===== config.mk =====
export PLATFORM = sky130hd
export DESIGN_NAME = window_convolver_flat
export DESIGN_NICKNAME = d
export VERILOG_FILES = /design/src/rtl/img_proc_pkg.sv /design/src/rtl/window_convolver_if.sv /design/src/rtl/conv_adder_tree.sv /design/src/rtl/window_convolver.sv /design/src/flat_wrapper.sv
export SDC_FILE = /design/constraint.sdc
export NUM_CORES = 1
export LEC_CHECK = 0
export CAP_MARGIN = 20
export CORE_MARGIN = 2
export CORE_UTILIZATION = 58
export DETAILED_ROUTE_END_ITERATION = 6
export GPL_ROUTABILITY_DRIVEN = 0
export PLACE_DENSITY_LB_ADDON = 0.3
export SLEW_MARGIN = 0
export SYNTH_ARGS = -nofsm -noshare
export SYNTH_HDL_FRONTEND = slang
export SYNTH_SLANG_ARGS = --single-unit

===== constraint.sdc =====
create_clock -name clk -period 11.83 [get_ports clk]
set_clock_uncertainty 0.15 [all_clocks]
set_input_delay 2.366 -clock clk [delete_from_list [all_inputs] [get_ports clk]]
set_output_delay 2.366 -clock clk [all_outputs]
set_load 0.01 [all_outputs]

===== src/rtl/img_proc_pkg.sv =====
// rtl/img_proc_pkg.sv - shared widths, default image/kernel settings and tap arithmetic
package img_proc_pkg;
  localparam int PIXEL_W = 8;
  localparam int WINDOW_W = 72;
  localparam int COEF_W = 8;
  localparam int TAPS = 9;
  localparam int PROD_W = 17;
  localparam int SUM_W = 21;

  localparam int DEF_IMG_WIDTH = 512;
  localparam int DEF_IMG_HEIGHT = 512;
  localparam logic [WINDOW_W-1:0] DEF_KERNEL = 72'h01_02_01_02_04_02_01_02_01;
  localparam int DEF_SHIFT = 4;

  typedef logic signed [COEF_W-1:0] coef_t;
  typedef logic signed [PROD_W-1:0] prod_t;
  typedef logic signed [SUM_W-1:0] sum_t;

  // Both operands widened before the multiply so the product is never truncated.
  function automatic prod_t tap_product(input logic [PIXEL_W-1:0] pix, input coef_t c);
    prod_t p;
    prod_t q;
    p = prod_t'({1'b0, pix});
    q = prod_t'(c);
    return p * q;
  endfunction
endpackage


===== src/rtl/window_convolver_if.sv =====
// rtl/window_convolver_if.sv - window-in / filtered-pixel-out signal bundle
interface window_convolver_if;
  import img_proc_pkg::*;

  logic                input_pixel_valid;
  logic [WINDOW_W-1:0] input_pixel_data;
  logic                output_pixel_valid;
  logic [PIXEL_W-1:0]  output_pixel_data;
  logic                output_intr;

  modport master (
    output input_pixel_valid, input_pixel_data,
    input  output_pixel_valid, output_pixel_data, output_intr
  );

  modport slave (
    input  input_pixel_valid, input_pixel_data,
    output output_pixel_valid, output_pixel_data, output_intr
  );
endinterface


===== src/rtl/conv_adder_tree.sv =====
// rtl/conv_adder_tree.sv - stage 1 tap products and stage 2 signed sum of a 3x3 window
module conv_adder_tree
  import img_proc_pkg::*;
#(
  parameter logic [WINDOW_W-1:0] KERNEL = DEF_KERNEL
) (
  input  logic                clk,
  input  logic                rst,
  input  logic                window_valid,
  input  logic [WINDOW_W-1:0] window,
  output logic                sum_valid,
  output sum_t                sum
);
  prod_t prod [TAPS];
  logic  prod_valid;
  sum_t  total;

  always_ff @(posedge clk or negedge rst) begin
    if (!rst) begin
      prod_valid <= 1'b0;
      sum_valid  <= 1'b0;
    end else begin
      prod_valid <= window_valid;
      sum_valid  <= prod_valid;
    end
  end

  // Data stages only load on a valid slot; they need no reset.
  always_ff @(posedge clk) begin
    if (window_valid) begin
      for (int k = 0; k < TAPS; k++) begin
        prod[k] <= tap_product(window[k*PIXEL_W +: PIXEL_W],
                               coef_t'(KERNEL[k*COEF_W +: COEF_W]));
      end
    end
  end

  always_comb begin
    total = '0;
    for (int k = 0; k < TAPS; k++) begin
      total = total + sum_t'(prod[k]);
    end
  end

  always_ff @(posedge clk) begin
    if (prod_valid) sum <= total;
  end
endmodule


===== src/rtl/window_convolver.sv =====
// rtl/window_convolver.sv - 3-stage 3x3 convolver with frame counters and end-of-frame pulse
// Optional WINDOW_CONVOLVER_BORDER_ZERO_EN: zero outputs in the first two rows and columns.
module window_convolver
  import img_proc_pkg::*;
#(
  parameter int                  IMG_WIDTH  = DEF_IMG_WIDTH,
  parameter int                  IMG_HEIGHT = DEF_IMG_HEIGHT,
  parameter logic [WINDOW_W-1:0] KERNEL     = DEF_KERNEL,
  parameter int                  SHIFT      = DEF_SHIFT
) (
  input logic                clk,
  input logic                rst,
  window_convolver_if.slave  px
);
  localparam int COL_W = (IMG_WIDTH > 1) ? $clog2(IMG_WIDTH) : 1;
  localparam int ROW_W = (IMG_HEIGHT > 1) ? $clog2(IMG_HEIGHT) : 1;

  logic               sum_valid;
  sum_t               sum;
  sum_t               shifted;
  logic [PIXEL_W-1:0] pixel;
  logic [COL_W-1:0]   col;
  logic [ROW_W-1:0]   row;
  logic               last_col;
  logic               last_row;

  conv_adder_tree #(.KERNEL(KERNEL)) u_tree (
    .clk          (clk),
    .rst          (rst),
    .window_valid (px.input_pixel_valid),
    .window       (px.input_pixel_data),
    .sum_valid    (sum_valid),
    .sum          (sum)
  );

  assign last_col = (int'(col) == IMG_WIDTH - 1);
  assign last_row = (int'(row) == IMG_HEIGHT - 1);

  always_comb begin
    shifted = sum >>> SHIFT;
    if (shifted[SUM_W-1])              pixel = '0;
    else if (shifted > sum_t'(255))    pixel = '1;
    else                               pixel = shifted[PIXEL_W-1:0];
`ifdef WINDOW_CONVOLVER_BORDER_ZERO_EN
    if (int'(row) < 2 || int'(col) < 2) pixel = '0;
`endif
  end

  // col/row always name the position of the pixel currently in stage 2.
  always_ff @(posedge clk or negedge rst) begin
    if (!rst) begin
      col                   <= '0;
      row                   <= '0;
      px.output_pixel_valid <= 1'b0;
      px.output_pixel_data  <= '0;
      px.output_intr        <= 1'b0;
    end else begin
      px.output_pixel_valid <= sum_valid;
      px.output_intr        <= sum_valid && last_col && last_row;
      if (sum_valid) begin
        px.output_pixel_data <= pixel;
        if (last_col) begin
          col <= '0;
          row <= last_row ? '0 : row + 1'b1;
        end else begin
          col <= col + 1'b1;
        end
      end
    end
  end
endmodule


===== src/flat_wrapper.sv =====
// flat-port wrapper written by rule: the top's interface ports become plain ports
module window_convolver_flat import img_proc_pkg::*;
#(
  parameter int                  IMG_WIDTH  = DEF_IMG_WIDTH,
  parameter int                  IMG_HEIGHT = DEF_IMG_HEIGHT,
  parameter logic [WINDOW_W-1:0] KERNEL     = DEF_KERNEL,
  parameter int                  SHIFT      = DEF_SHIFT
)
  (clk, rst, px_input_pixel_valid, px_input_pixel_data, px_output_pixel_valid, px_output_pixel_data, px_output_intr);
  window_convolver_if px_i ();
  input logic clk;
  input logic rst;
  input wire logic [$bits(px_i.input_pixel_valid)-1:0] px_input_pixel_valid;
  input wire logic [$bits(px_i.input_pixel_data)-1:0] px_input_pixel_data;
  output wire logic [$bits(px_i.output_pixel_valid)-1:0] px_output_pixel_valid;
  output wire logic [$bits(px_i.output_pixel_data)-1:0] px_output_pixel_data;
  output wire logic [$bits(px_i.output_intr)-1:0] px_output_intr;
  assign px_i.input_pixel_valid = px_input_pixel_valid;
  assign px_i.input_pixel_data = px_input_pixel_data;
  assign px_output_pixel_valid = px_i.output_pixel_valid;
  assign px_output_pixel_data = px_i.output_pixel_data;
  assign px_output_intr = px_i.output_intr;
  window_convolver #(.IMG_WIDTH(IMG_WIDTH), .IMG_HEIGHT(IMG_HEIGHT), .KERNEL(KERNEL), .SHIFT(SHIFT)) u_core (.clk(clk), .rst(rst), .px(px_i));
endmodule

## Yosys cells after proc, flatten, opt, wreduce, memory -nomap -nowiden

Memories as Yosys holds them, arrays and structs flattened.
Cells that the tools add are included.

- Register bits: 51
- Bits in writable memories: 90
- Input port bits: 75
- Word-level logic and storage cells: 31
- Memories kept: 1
- Output and inout port bits: 10

- Reduce and logical (&&, ||, !) cells: 3
- Eq/ne operators: 2
- Order comparisons: 1
- Add/subtract/negate cells: 10
- Multiplexer cells: 6

Memory list:

| name | words | width | read ports | clocked after Yosys merged registers in | write ports | RTL line | text |
|---|---|---|---|---|---|---|---|
| u_core.u_tree.prod | 9 | 10 | 9 | 0 | 9 | conv_adder_tree.sv:14 | `prod_t prod [TAPS];` |

Operators by type and width:

| cell | count |
|---|---|
| adder 21 x 17 -> 21 bit | 4 |
| adder 20 x 17 -> 21 bit | 1 |
| adder 19 x 17 -> 20 bit | 1 |
| adder 18 x 17 -> 19 bit | 1 |
| adder 17 x 17 -> 18 bit | 1 |
| adder 9 x 1 -> 9 bit, second input constant | 2 |
| equality test 9 x 1 -> 1 bit, second input constant | 2 |
| 2-to-1 mux 9 bit | 2 |
| > comparator 17 x 9 -> 1 bit, second input constant | 1 |
| 2-to-1 mux 8 bit | 2 |
| logical AND 1 bit | 2 |
| 2-to-1 mux 1 bit | 2 |
| AND reduction 2 bit | 1 |

## Longest topological paths before layout

Gate-level depths: netlist of the first run.
An unclocked memory read counts as a cell.

- Word-level depth: 9
- Gate-level depth with buffers: 14
- Mapped depth without buffers: 14

## Cells and area by module

From an unflattened synthesis of the first run, not the netlist that was laid out.

- Cell total of the unflattened synthesis: 423
- Area total of the unflattened synthesis: 5843.1 µm²

By module, submodules not included:

| module | instances | area an instance (µm²) | seq. area each (µm²) | cells each |
|---|---|---|---|---|
| conv_adder_tree | 1 | 4480.5 | 2602.5 | 289 |
| window_convolver | 1 | 1362.6 | 700.7 | 134 |

## Worst setup path after synthesis of the first run

OpenSTA, ideal clock, no wires.

- Path type: register to register
- Start point: memory u_core.u_tree.prod[0][4] (netlist name)
- End point: register u_core.u_tree.sum[11], data pin
- Cell stages (with the launch flop): 14
- Library setup time: 0.263 ns
- Data arrival time: 3.624 ns
- Path slack: 7.793 ns
- Path buffers: 0
- Clock period less this slack: 4.037 ns
- Required time: 11.417 ns
- Cells stage by stage: edfxtp_1 inv_1 fa_1 inv_1 fa_1 fa_1 inv_1 fa_1 inv_1 fa_1 a21oi_4 o2bb2ai_2 o41ai_2 xnor2_1

RTL lines:

| element | RTL line | text |
|---|---|---|
| from (decl) | conv_adder_tree.sv:14 |  |
| to (signal assigned) | conv_adder_tree.sv:46 | `if (prod_valid) sum <= total;` |
| to (decl) | conv_adder_tree.sv:12 | `output sum_t sum` |

==> results of run 1 <==
[placed cells by master (no fill, tap or decap), types with 3 or more instances in the layout]
cell type | Yosys | routed
sky130_fd_sc_hd__a21oi_1 | 15 | 15
sky130_fd_sc_hd__nand2_1 | 14 | 14
sky130_fd_sc_hd__nand4_1 | 3 | 3
sky130_fd_sc_hd__nand3_1 | 4 | 4
sky130_fd_sc_hd__and3_1 | 5 | 5
sky130_fd_sc_hd__clkdlybuf4s50_1 | 0 | 83
sky130_fd_sc_hd__o21ai_0 | 11 | 11
sky130_fd_sc_hd__inv_1 | 89 | 89
sky130_fd_sc_hd__fa_1 | 52 | 52
sky130_fd_sc_hd__nor2_1 | 28 | 28
sky130_fd_sc_hd__edfxtp_1 | 81 | 81
sky130_fd_sc_hd__a31oi_1 | 3 | 3
sky130_fd_sc_hd__inv_6 | 0 | 3
sky130_fd_sc_hd__nand2b_1 | 3 | 3
sky130_fd_sc_hd__clkbuf_8 | 0 | 9
sky130_fd_sc_hd__ha_1 | 17 | 17
sky130_fd_sc_hd__xnor2_1 | 7 | 7
sky130_fd_sc_hd__dfrtp_1 | 30 | 30
sky130_fd_sc_hd__xor2_1 | 6 | 6
sky130_fd_sc_hd__nor3_1 | 4 | 4
[flip-flops by register name, summed over array words and instances, names as in the netlist, 8 cells and up]
signal                       flops
u_core.row                       9
u_core.px.output_pixel_data      8
u_core.col                       9
u_core.u_tree.sum                9
u_core.u_tree.prod              72
[worst paths after layout]
check	cells after the start	slack, ns	end
worst max register to register	13	7.57	u_core.u_tree.sum[11]
worst min-delay path	2	0.35	u_core.row[8]
worst max-delay path	13	7.57	u_core.u_tree.sum[11]
min in group asynchronous	2	2.22	u_core.col[4]
max in group asynchronous	2	9.03	u_core.u_tree.prod_valid
worst min register to register	2	0.35	u_core.row[8]
[cells in the mapped netlist, types with 2 or more instances]
master and number:
sky130_fd_sc_hd__nand3_1 4, sky130_fd_sc_hd__nand3b_1 2, sky130_fd_sc_hd__nand2_1 14, sky130_fd_sc_hd__nor3_1 4, sky130_fd_sc_hd__inv_1 89, sky130_fd_sc_hd__nor2_1 28
sky130_fd_sc_hd__and2_1 2, sky130_fd_sc_hd__ha_1 17, sky130_fd_sc_hd__a21o_1 2, sky130_fd_sc_hd__o21ai_0 11, sky130_fd_sc_hd__nand4_1 3, sky130_fd_sc_hd__nand2b_1 3
sky130_fd_sc_hd__o21ai_1 2, sky130_fd_sc_hd__xnor2_1 7, sky130_fd_sc_hd__a21oi_1 15, sky130_fd_sc_hd__xor2_1 6, sky130_fd_sc_hd__edfxtp_1 81, sky130_fd_sc_hd__buf_4 2
sky130_fd_sc_hd__a31oi_1 3, sky130_fd_sc_hd__fa_1 52, sky130_fd_sc_hd__and3_1 5, sky130_fd_sc_hd__dfrtp_1 30
[cell families after synthesis]
| kind of cell | Yosys count | share of synthesized area |
|---|---|---|
| buf+inv | 94 | 0.0655 |
| mux | 2 | 0.00385 |
| fa+ha+maj | 69 | 0.227 |
| compound gates | 41 | 0.0471 |
| xor+xnor | 13 | 0.0206 |
| flops | 111 | 0.576 |
| simple gates | 69 | 0.0596 |
[final cells by class]
cell class	instances	share of cell area
multi-input cells	194	0.296
clock inverters	7	0.00805
clock buffers	9	0.0185
flip-flops and latches	111	0.476
repair buffers	86	0.127
inverters	89	0.0500
well taps	129	0.0241
[per-stage QoR]
stage / worst slack, ns / hold slack [ns] / cell area, sq um / util
floorplan: 7.79 / 0.205 / 5520 / -
global placement: 7.68 / 0.317 / 6510 / 0.704
detailed placement: 7.57 / 0.324 / 6510 / 0.704
CTS: 7.55 / 0.348 / 6690 / 0.723
global route: 7.42 / 0.380 / 6690 / 0.723
finish: 7.57 / 0.347 / 6690 / 0.723
[routing by layer]
metal  part of all wire  wire length [microns]  up-vias
met1               0.41                   3290     1438
met4              0.019                    156        0
met3              0.051                    415       15
li1                   -                      -     1475
met2               0.52                   4260       70
met5                  0                      0        -
[power by group through the flow]
stage               clock [mW]  combinational (mW)  sequential, mW
CTS                      0.213               0.794           0.548
detailed placement           0               0.789           0.557
floorplan                    0               0.613           0.552
global placement             0               0.767           0.555
finish                   0.207               0.782           0.547
global route             0.231               0.908           0.555
[worst max-delay path, cell delays in order, from the launching register on]
cell                        delay [ns]
sky130_fd_sc_hd__edfxtp_1         0.34
sky130_fd_sc_hd__inv_1            0.06
sky130_fd_sc_hd__fa_1             0.58
sky130_fd_sc_hd__inv_1            0.07
sky130_fd_sc_hd__fa_1             0.50
sky130_fd_sc_hd__fa_1             0.54
sky130_fd_sc_hd__inv_1            0.05
sky130_fd_sc_hd__fa_1             0.52
sky130_fd_sc_hd__inv_1            0.07
sky130_fd_sc_hd__fa_1             0.49
sky130_fd_sc_hd__a21oi_4          0.19
sky130_fd_sc_hd__o2bb2ai_2        0.09
sky130_fd_sc_hd__o41ai_2          0.24
sky130_fd_sc_hd__xnor2_1          0.11
==> parameters.txt, run 1 <==
Parameter                              Value

Global route
  Number of antenna violations at the first check in global routing    0
  Number of global-route vias before repair    3166
  Global Route met1 Usage    0.220
  Most utilized layer in the global route result    met2
  GRT Overall Usage    0.177
  Met3 track utilization from global routing    0.0483
  First-pass GRT wire length    13.9 mm
  Largest net degree at the start of global routing    74
  Aggregate global routing overflow    0
  Met2 global-route usage    0.302

Timing
  Setup-violating endpoint count in the final report    0
  Worst slew slack as a fraction of its limit    0.426
  Setup repair after global routing missed its margin    no
  Time the worst path needs with I/O delays and setup    4.26 ns
  Max-slew violations    0
  Total negative setup slack    0 ns
  Final hold violation count    0
  Part of the cycle the worst path needs    0.360
  Transition time at the pin with the least slew margin    0.861 ns
  F_max    235 MHz

Clocking
  Clock slew at the register clock pins of the worst setup and hold paths    0.10 ns
  TritonCTS clock tree    done
  CTS root buffer    sky130_fd_sc_hd__clkbuf_8
  Num CTS Buffers    9
  Clk buf depth    2
  Total number of clock tree sinks    111
  Count of H-tree levels built during CTS    3
  Post-CTS Setup Bufs    0
  Worst skew pair latency    0.37 ns
  Hold-fix buffers at CTS    0
  Quantity of gates resized following cts    0

Synthesis
  Post-synth top area cell    sky130_fd_sc_hd__edfxtp_1
  Synthesized net count    543
  Seq/Total Area, Yosys    0.576
  Synthesized flop and latch total    111
  Number of flops mapped to enable cells by yosys    81
  Main synth FF type    sky130_fd_sc_hd__edfxtp_1
  Mapped cell area    5520 sq um
  Number of distinct library cells after synthesis    39
  Dominant cells by area after synthesis    sky130_fd_sc_hd__edfxtp_1 (44%), sky130_fd_sc_hd__fa_1 (19%), sky130_fd_sc_hd__dfrtp_1 (14%), sky130_fd_sc_hd__inv_1 (6.0%), sky130_fd_sc_hd__ha_1 (3.9%)
  Warning count from the yosys run    0
  Synthesized area divided by synthesized cell count    13.8 sq um
  Post-Synthesis Cells    399
  FFs w/ async S/R, synth    0.270
  Area share of the largest cell type after synthesis    0.440

Detailed routing
  Number of remaining DRC errors    0
  Avg WL per Cell    13.0 microns
  Ratio of routed vias to standard cells    4.80
  Overall via count from detail_route    2998
  DRT Wirelength    8.12 mm
  Drt first-iter violations    83
  Antenna-violating nets left    0
  Number of optimization iterations in the first detailed-route pass    4

Pwr
  Static power due to leakage    2.85 nW
  Fraction of power consumed by combinational cells    0.509
  Total power density per cell area    230 nW/um^2
  Total design power    1.54 mW
  Part of the power in the clock network    0.135
  Peak supply drop    0.167 mV
  Register share of total power    0.356
  Sw Pwr    0.575 mW
  Internal power summed over all cells    0.962 mW
  Switching Share    0.374

Placement
  Total of buffers placed on input and output ports    84
  HPWL Detailed    6.39 mm
  Total instance count after detailed placement    609

Final layout
  Count of fill cells added during filler insertion    609
  Number of inserted diodes    0
  Area used by multi-input combinational logic    1980 sq um
  Area added between synthesis and finish    21.0%
  Count of placed standard cells in the final layout, fillers left out    625
  Share of layout cells above drive strength 1    0.0464
  Number of nets in the layout    635
  Area taken by flip-flops and latches    3180 sq um

Worst setup path
  Kind of start point of the critical path    flop
  Required @ worst endpoint    11.79 ns
  Type of element capturing the critical path    flop
  Arrival @ worst endpoint    4.23 ns
  Crit Path Category    flop to flop
  Critical-path maximum fanout    2
  Worst setup path start    u_core.u_tree.prod[0][4]
  Start of the worst register-to-register path    u_core.u_tree.prod[0][4]

Flow run
  Number of max-cap violations    0

Floorplanning
  X dimension of the die    102 microns
  Overall die area    10300 sq um
  Effective utilization at floorplan    0.598
  Top-level port count    85
  Vertical extent of the die    102 microns
  Core Footprint    9240 sq um
  FP Rows    35

Run status
  Outcome    complete, no violations

Min path
  Worst hold path class    flop to flop
  Hold Startpoint    u_core.row[8]
(Power assumes the default switching activity.)
==> inputs of run 2 (changes only) <==
Settings changed: CORE_UTILIZATION 58 to 49.
Clock period 11.83 ns to 3.7 ns, I/O delays scaled along.
==> run 2 against run 1 <==
  * The flow now finishes with violations (negative setup slack)
  * Worst hold slack better by 0.0033 ns
  * Total power rose to 4.2 times the previous value
  * Register-to-register slack worse by 7.8 ns
  * Global-route usage fell by 1.5 points
  * Sequential power increased to 3.2 times the previous value
  * Combinational power increased to 4.7 times the previous value
  * Sequential share of layout area fell by 2.6 points
  * Via count increased by 4.6%
  * Largest cell class unchanged
  * Sequential cell count unchanged
==> parameters.txt, run 2 (synthesis results as in run 1) <==
Parameter                              Value

Run status
  Outcome    complete, but fails checks
  Violations in the final reports    negative setup slack

Worst setup path
  Start of the worst register-to-register path    u_core.u_tree.prod[3][3]
  Required @ worst endpoint    3.63 ns
  Worst Reg2Reg Path Length in Cells    10
  Crit Path Category    flop to flop
  Critical-path maximum fanout    2
  Setup slack, reg-to-reg    -0.26 ns
  Arrival @ worst endpoint    3.89 ns
  Crit Reg-Reg Endpoint    u_core.u_tree.sum[11]
  Kind of start point of the critical path    flop
  Type of element capturing the critical path    flop

Floorplanning
  Overall die area    12100 sq um
  Effective utilization at floorplan    0.505
  Vertical extent of the die    110 microns
  Top-level port count    85
  X dimension of the die    110 microns
  Core Footprint    10900 sq um
  FP Rows    38

Detailed routing
  Antenna-violating nets left    0
  Overall via count from detail_route    3137
  Drt first-iter violations    174
  DRT Wirelength    8.81 mm
  Avg WL per Cell    13.5 microns
  Number of optimization iterations in the first detailed-route pass    6
  Number of remaining DRC errors    0
  Ratio of routed vias to standard cells    4.80

Final layout
  Share of layout cells above drive strength 1    0.107
  Highest-count cells in the layout ignoring fill and taps    sky130_fd_sc_hd__inv_1 (84), sky130_fd_sc_hd__clkdlybuf4s50_1 (83), sky130_fd_sc_hd__edfxtp_1 (81), sky130_fd_sc_hd__fa_1 (50), sky130_fd_sc_hd__dfrtp_1 (30)
  Final core utilization    0.647
  Register with the most flip-flops    u_core.u_tree.prod
  Number of inserted diodes    0
  Commonest non-fill, non-tap cell in the layout    sky130_fd_sc_hd__inv_1
  Count of fill cells added during filler insertion    807
  Number of nets in the layout    652
  Flip-flop count of the largest register, all copies and words added    72
  Count of placed standard cells in the final layout, fillers left out    653
  Area added between synthesis and finish    28.0%
  Final non-filler cell area    7070 sq um

Clocking
  Num CTS Buffers    9
  Clock slew at the register clock pins of the worst setup and hold paths    0.07 ns
  Worst skew pair latency    0.34 ns
  Clk buf depth    2
  Total number of clock tree sinks    111
  Hold-fix buffers at CTS    0
  TritonCTS clock tree    done
  CTS root buffer    sky130_fd_sc_hd__clkbuf_16
  Count of H-tree levels built during CTS    3

Timing
  Transition time at the pin with the least slew margin    0.711 ns
  Setup-violating endpoint count in the final report    8
  Worst-case hold slack    0.350 ns
  Final hold violation count    0
  Worst setup slack after layout    -0.256 ns
  Worst slew slack as a fraction of its limit    0.526
  Total negative setup slack    -1.14 ns
  Time the worst path needs with I/O delays and setup    3.96 ns
  Part of the cycle the worst path needs    1.07
  F_max    253 MHz
  Max-slew violations    0
  Setup repair after global routing missed its margin    yes

Flow run
  Number of max-cap violations    0

Placement
  HPWL Detailed    6.62 mm
  Area of placed instances    6670 sq um
  Total instance count after detailed placement    633
  Total of buffers placed on input and output ports    84
  DP Worst Slack    -0.360 ns

Global route
  First-pass GRT wire length    15.1 mm
  Largest net degree at the start of global routing    48
  Aggregate global routing overflow    0
  Number of antenna violations at the first check in global routing    0
  GRT Overall Usage    0.162
  Number of global-route vias before repair    3429

Min path
  Hold Crit Depth    2
  End point of the worst hold path    u_core.row[8]
  Hold Startpoint    u_core.row[8]
  Worst hold path class    flop to flop

Pwr
  Static power due to leakage    3.01 nW
  Peak supply drop    0.769 mV
  Total design power    6.46 mW
  Total power density per cell area    913 nW/um^2
==> run 2: worst max-delay path by stage <==
stage                                        start  slack [ns]               endpoint  cells after the start
after global placement    u_core.u_tree.prod[0][5]       -0.34  u_core.u_tree.sum[10]                     13
after floorplan           u_core.u_tree.prod[3][3]       -0.21  u_core.u_tree.sum[11]                     10
final                     u_core.u_tree.prod[3][3]       -0.26  u_core.u_tree.sum[11]                     10
after global routing      u_core.u_tree.prod[3][3]       -0.40  u_core.u_tree.sum[11]                     10
after CTS                 u_core.u_tree.prod[3][3]       -0.27  u_core.u_tree.sum[11]                     10
after detailed placement  u_core.u_tree.prod[0][5]       -0.36  u_core.u_tree.sum[10]                     13
==> run 2: final cells by class <==
cell class	instances	area, sq um	share of cell area
Timing Repair Buffer	103	1010	0.142
Clock inverter	6	92.6	0.0131
Sequential cell	111	3180	0.450
Inverter	89	334	0.0472
Tap cell	140	175	0.0248
Clock buffer	10	229	0.0324
Multi-Input combinational cell	194	2050	0.290
==> run 2: layer usage <==
| metal | global-route usage | vias to the layer above | part of all wire |
|---|---|---|---|
| met5 | 0 | - | 0 |
| met4 | 0.0500 | 0 | 0.015 |
| met3 | 0.0376 | 15 | 0.044 |
| met2 | 0.291 | 63 | 0.53 |
| met1 | 0.194 | 1543 | 0.41 |
| li1 | - | 1516 | - |
==> run 2: report_power, final <==
| group | switching (mW) | leakage (nW) | internal [mW] |
|---|---|---|---|
| sequential | 0.0913 | 1.16 | 1.66 |
| combinational | 1.65 | 1.69 | 2.02 |
| clock | 0.433 | 0.155 | 0.600 |
==> run 2: critical path, stage by stage, from the launching register on <==
cell and delay (ns):
sky130_fd_sc_hd__edfxtp_1 0.40, sky130_fd_sc_hd__fa_1 0.58, sky130_fd_sc_hd__fa_1 0.45, sky130_fd_sc_hd__fa_1 0.52
sky130_fd_sc_hd__fa_1 0.49, sky130_fd_sc_hd__nor3b_2 0.17, sky130_fd_sc_hd__fa_2 0.37, sky130_fd_sc_hd__a21oi_4 0.15
sky130_fd_sc_hd__o2bb2ai_2 0.09, sky130_fd_sc_hd__o41ai_2 0.23, sky130_fd_sc_hd__xnor2_1 0.11
==> run 2: timing repair <==
item,CTS,global route
resized for setup,3,8
cloned,0,0
pin swaps,15,13
endpoints found under the hold margin,0,0
setup endpoints to repair,7,8
buffers inserted,3,1
==> inputs of run 3 (changes only) <==
Settings changed: CORE_ASPECT_RATIO set to 1.4, CORE_UTILIZATION 49 to 56, CTS_BUF_LIST set to sky130_fd_sc_hd__clkbuf_8.
Clock period 3.7 ns to 4.3 ns, I/O delays scaled along.
==> run 3 against run 2 <==
  * The flow now finishes without violations
  * Highest routed layer unchanged
  * Clock power is 42% lower
  * Routed wire length decreased by 5.8%
  * Register-to-register slack better by 0.40 ns
  * Total power fell by 33%
  * Worst hold slack gained 0.011 ns
  * Fmax is 4.8% lower
  * Design area is 5.1% lower
  * Sequential cell count stayed put
  * Sequential share of layout area rose by 2.4 points
  * Global-route usage is 1.5 points higher
==> parameters.txt, run 3 (synthesis results as in run 1) <==
Parameter                              Value

Run status
  Outcome    complete, no violations

Clocking
  Hold-fix buffers at CTS    0
  CTS root buffer    sky130_fd_sc_hd__clkbuf_8
  Clock slew at the register clock pins of the worst setup and hold paths    0.10 ns
  Clk buf depth    2
  Count of H-tree levels built during CTS    3
  TritonCTS clock tree    done
  Num CTS Buffers    9
  Worst skew pair latency    0.36 ns
  Total number of clock tree sinks    111

Worst setup path
  Ordered list of cells on the worst path    inv_1, fa_1, inv_1, fa_1, fa_1, inv_1, fa_1, inv_1, ha_1, a21o_1, o2bb2ai_2, o41ai_2, xnor2_1
  Arrival @ worst endpoint    4.13 ns
  Required @ worst endpoint    4.27 ns
  Worst path depth    13
  Setup slack, reg-to-reg    0.15 ns
  Crit Path Category    flop to flop
  Kind of start point of the critical path    flop
  Largest stage delay on the critical path    0.55 ns
  Slowest cell on crit path    sky130_fd_sc_hd__fa_1
  Buffers and inverters on the worst path    4
  Worst Reg2Reg Path Length in Cells    13
  Cell class contributing the biggest share of worst-path delay    adder cells
  Type of element capturing the critical path    flop
  Critical-path maximum fanout    6

Timing
  Worst setup slack after layout    0.147 ns
  Final hold violation count    0
  F_max    241 MHz
  Part of the cycle the worst path needs    0.966
  Time the worst path needs with I/O delays and setup    4.15 ns
  Worst-case hold slack    0.361 ns
  Total negative setup slack    0 ns
  Max-slew violations    0
  Transition time at the pin with the least slew margin    0.884 ns
  Setup-violating endpoint count in the final report    0
  Setup repair after global routing missed its margin    yes
  Worst slew slack as a fraction of its limit    0.411

Detailed routing
  Antenna-violating nets left    0
  Overall via count from detail_route    3038
  Number of remaining DRC errors    0
  Drt first-iter violations    121
  Avg WL per Cell    13.2 microns
  DRT Wirelength    8.30 mm
  Ratio of routed vias to standard cells    4.84
  Number of optimization iterations in the first detailed-route pass    6

Placement
  DP Worst Slack    0.0549 ns
  Total of buffers placed on input and output ports    84
  HPWL Detailed    6.58 mm

Final layout
  Flip-flop count of the largest register, all copies and words added    72
  Register with the most flip-flops    u_core.u_tree.prod
  Count of fill cells added during filler insertion    672
  Area used by multi-input combinational logic    1990 sq um
  Commonest non-fill, non-tap cell in the layout    sky130_fd_sc_hd__inv_1
  Number of inserted diodes    0
  Number of nets in the layout    635
  Area taken by flip-flops and latches    3180 sq um
  Share of layout cells above drive strength 1    0.0504
  Highest-count cells in the layout ignoring fill and taps    sky130_fd_sc_hd__inv_1 (90), sky130_fd_sc_hd__clkdlybuf4s50_1 (83), sky130_fd_sc_hd__edfxtp_1 (81), sky130_fd_sc_hd__fa_1 (51), sky130_fd_sc_hd__dfrtp_1 (30)
  Final core utilization    0.705
  Area added between synthesis and finish    21.5%

Floorplanning
  Effective utilization at floorplan    0.581
  Core Footprint    9510 sq um
  X dimension of the die    87.9 microns
  Vertical extent of the die    122 microns
  FP Rows    42
  Overall die area    10700 sq um
  Top-level port count    85

Global route
  Aggregate global routing overflow    0
  Largest net degree at the start of global routing    74
  GRT Overall Usage    0.177
  Number of antenna violations at the first check in global routing    0
  Number of global-route vias before repair    3178
  First-pass GRT wire length    14.1 mm

Pwr
  Static power due to leakage    2.86 nW
  Total power density per cell area    643 nW/um^2
  Peak supply drop    0.491 mV

Min path
  Hold Crit Depth    2
  Worst hold path class    flop to flop

Flow run
  Number of max-cap violations    0
run 3: area by class of cell:
type | instances | area share
Clock buffer | 9 | 0.0185
Clock inverter | 7 | 0.00951
Inverter | 89 | 0.0498
Multi-Input combinational cell | 194 | 0.296
Sequential cell | 111 | 0.475
Tap cell | 132 | 0.0246
Timing Repair Buffer | 86 | 0.127
run 3: path summary, 6_finish.rpt:
path                                           from                     to
setup / recovery           u_core.u_tree.prod[0][7]  u_core.u_tree.sum[11]
hold / removal                        u_core.row[1]          u_core.row[1]
max in group asynchronous                       rst          u_core.row[3]
setup reg to reg           u_core.u_tree.prod[0][7]  u_core.u_tree.sum[11]
hold reg to reg                       u_core.row[1]          u_core.row[1]
min in group asynchronous                       rst          u_core.col[7]
run 3: power breakdown:
group | internal, mW | switching [mW]
clock network | 0.266 | 0.330
registers | 1.43 | 0.0801
logic | 1.02 | 1.19
run 3: stage by stage:
step | power, mW | instances | instance area, sq um
final | 4.32 | 628 | 6710
after global routing | 4.73 | 628 | 6710
after CTS | 4.32 | 628 | 6700
after detailed placement | 3.71 | 612 | 6510
after global placement | 3.62 | 612 | 6510
after floorplan | 3.21 | 399 | 5520
run 3: worst register-to-register path, stage by stage (launching register included):
cell and delay [ns]:
sky130_fd_sc_hd__edfxtp_1 0.35, sky130_fd_sc_hd__inv_1 0.06, sky130_fd_sc_hd__fa_1 0.53, sky130_fd_sc_hd__inv_1 0.05, sky130_fd_sc_hd__fa_1 0.52, sky130_fd_sc_hd__fa_1 0.55, sky130_fd_sc_hd__inv_1 0.05, sky130_fd_sc_hd__fa_1 0.53
sky130_fd_sc_hd__inv_1 0.04, sky130_fd_sc_hd__ha_1 0.36, sky130_fd_sc_hd__a21o_1 0.22, sky130_fd_sc_hd__o2bb2ai_2 0.13, sky130_fd_sc_hd__o41ai_2 0.27, sky130_fd_sc_hd__xnor2_1 0.10
run 3: repair_timing:
item / in CTS / in global routing
endpoints found under the setup margin: 0 / 2
buffers inserted: 0 / 0
resized for setup: 0 / 3
run 3: routing by layer:
metal	wire length, microns	share of wire	global-route usage
met5	0	0	0
met3	258	0.031	0.0388
met2	4860	0.59	0.323
met1	3040	0.37	0.201
met4	145	0.017	0.0606
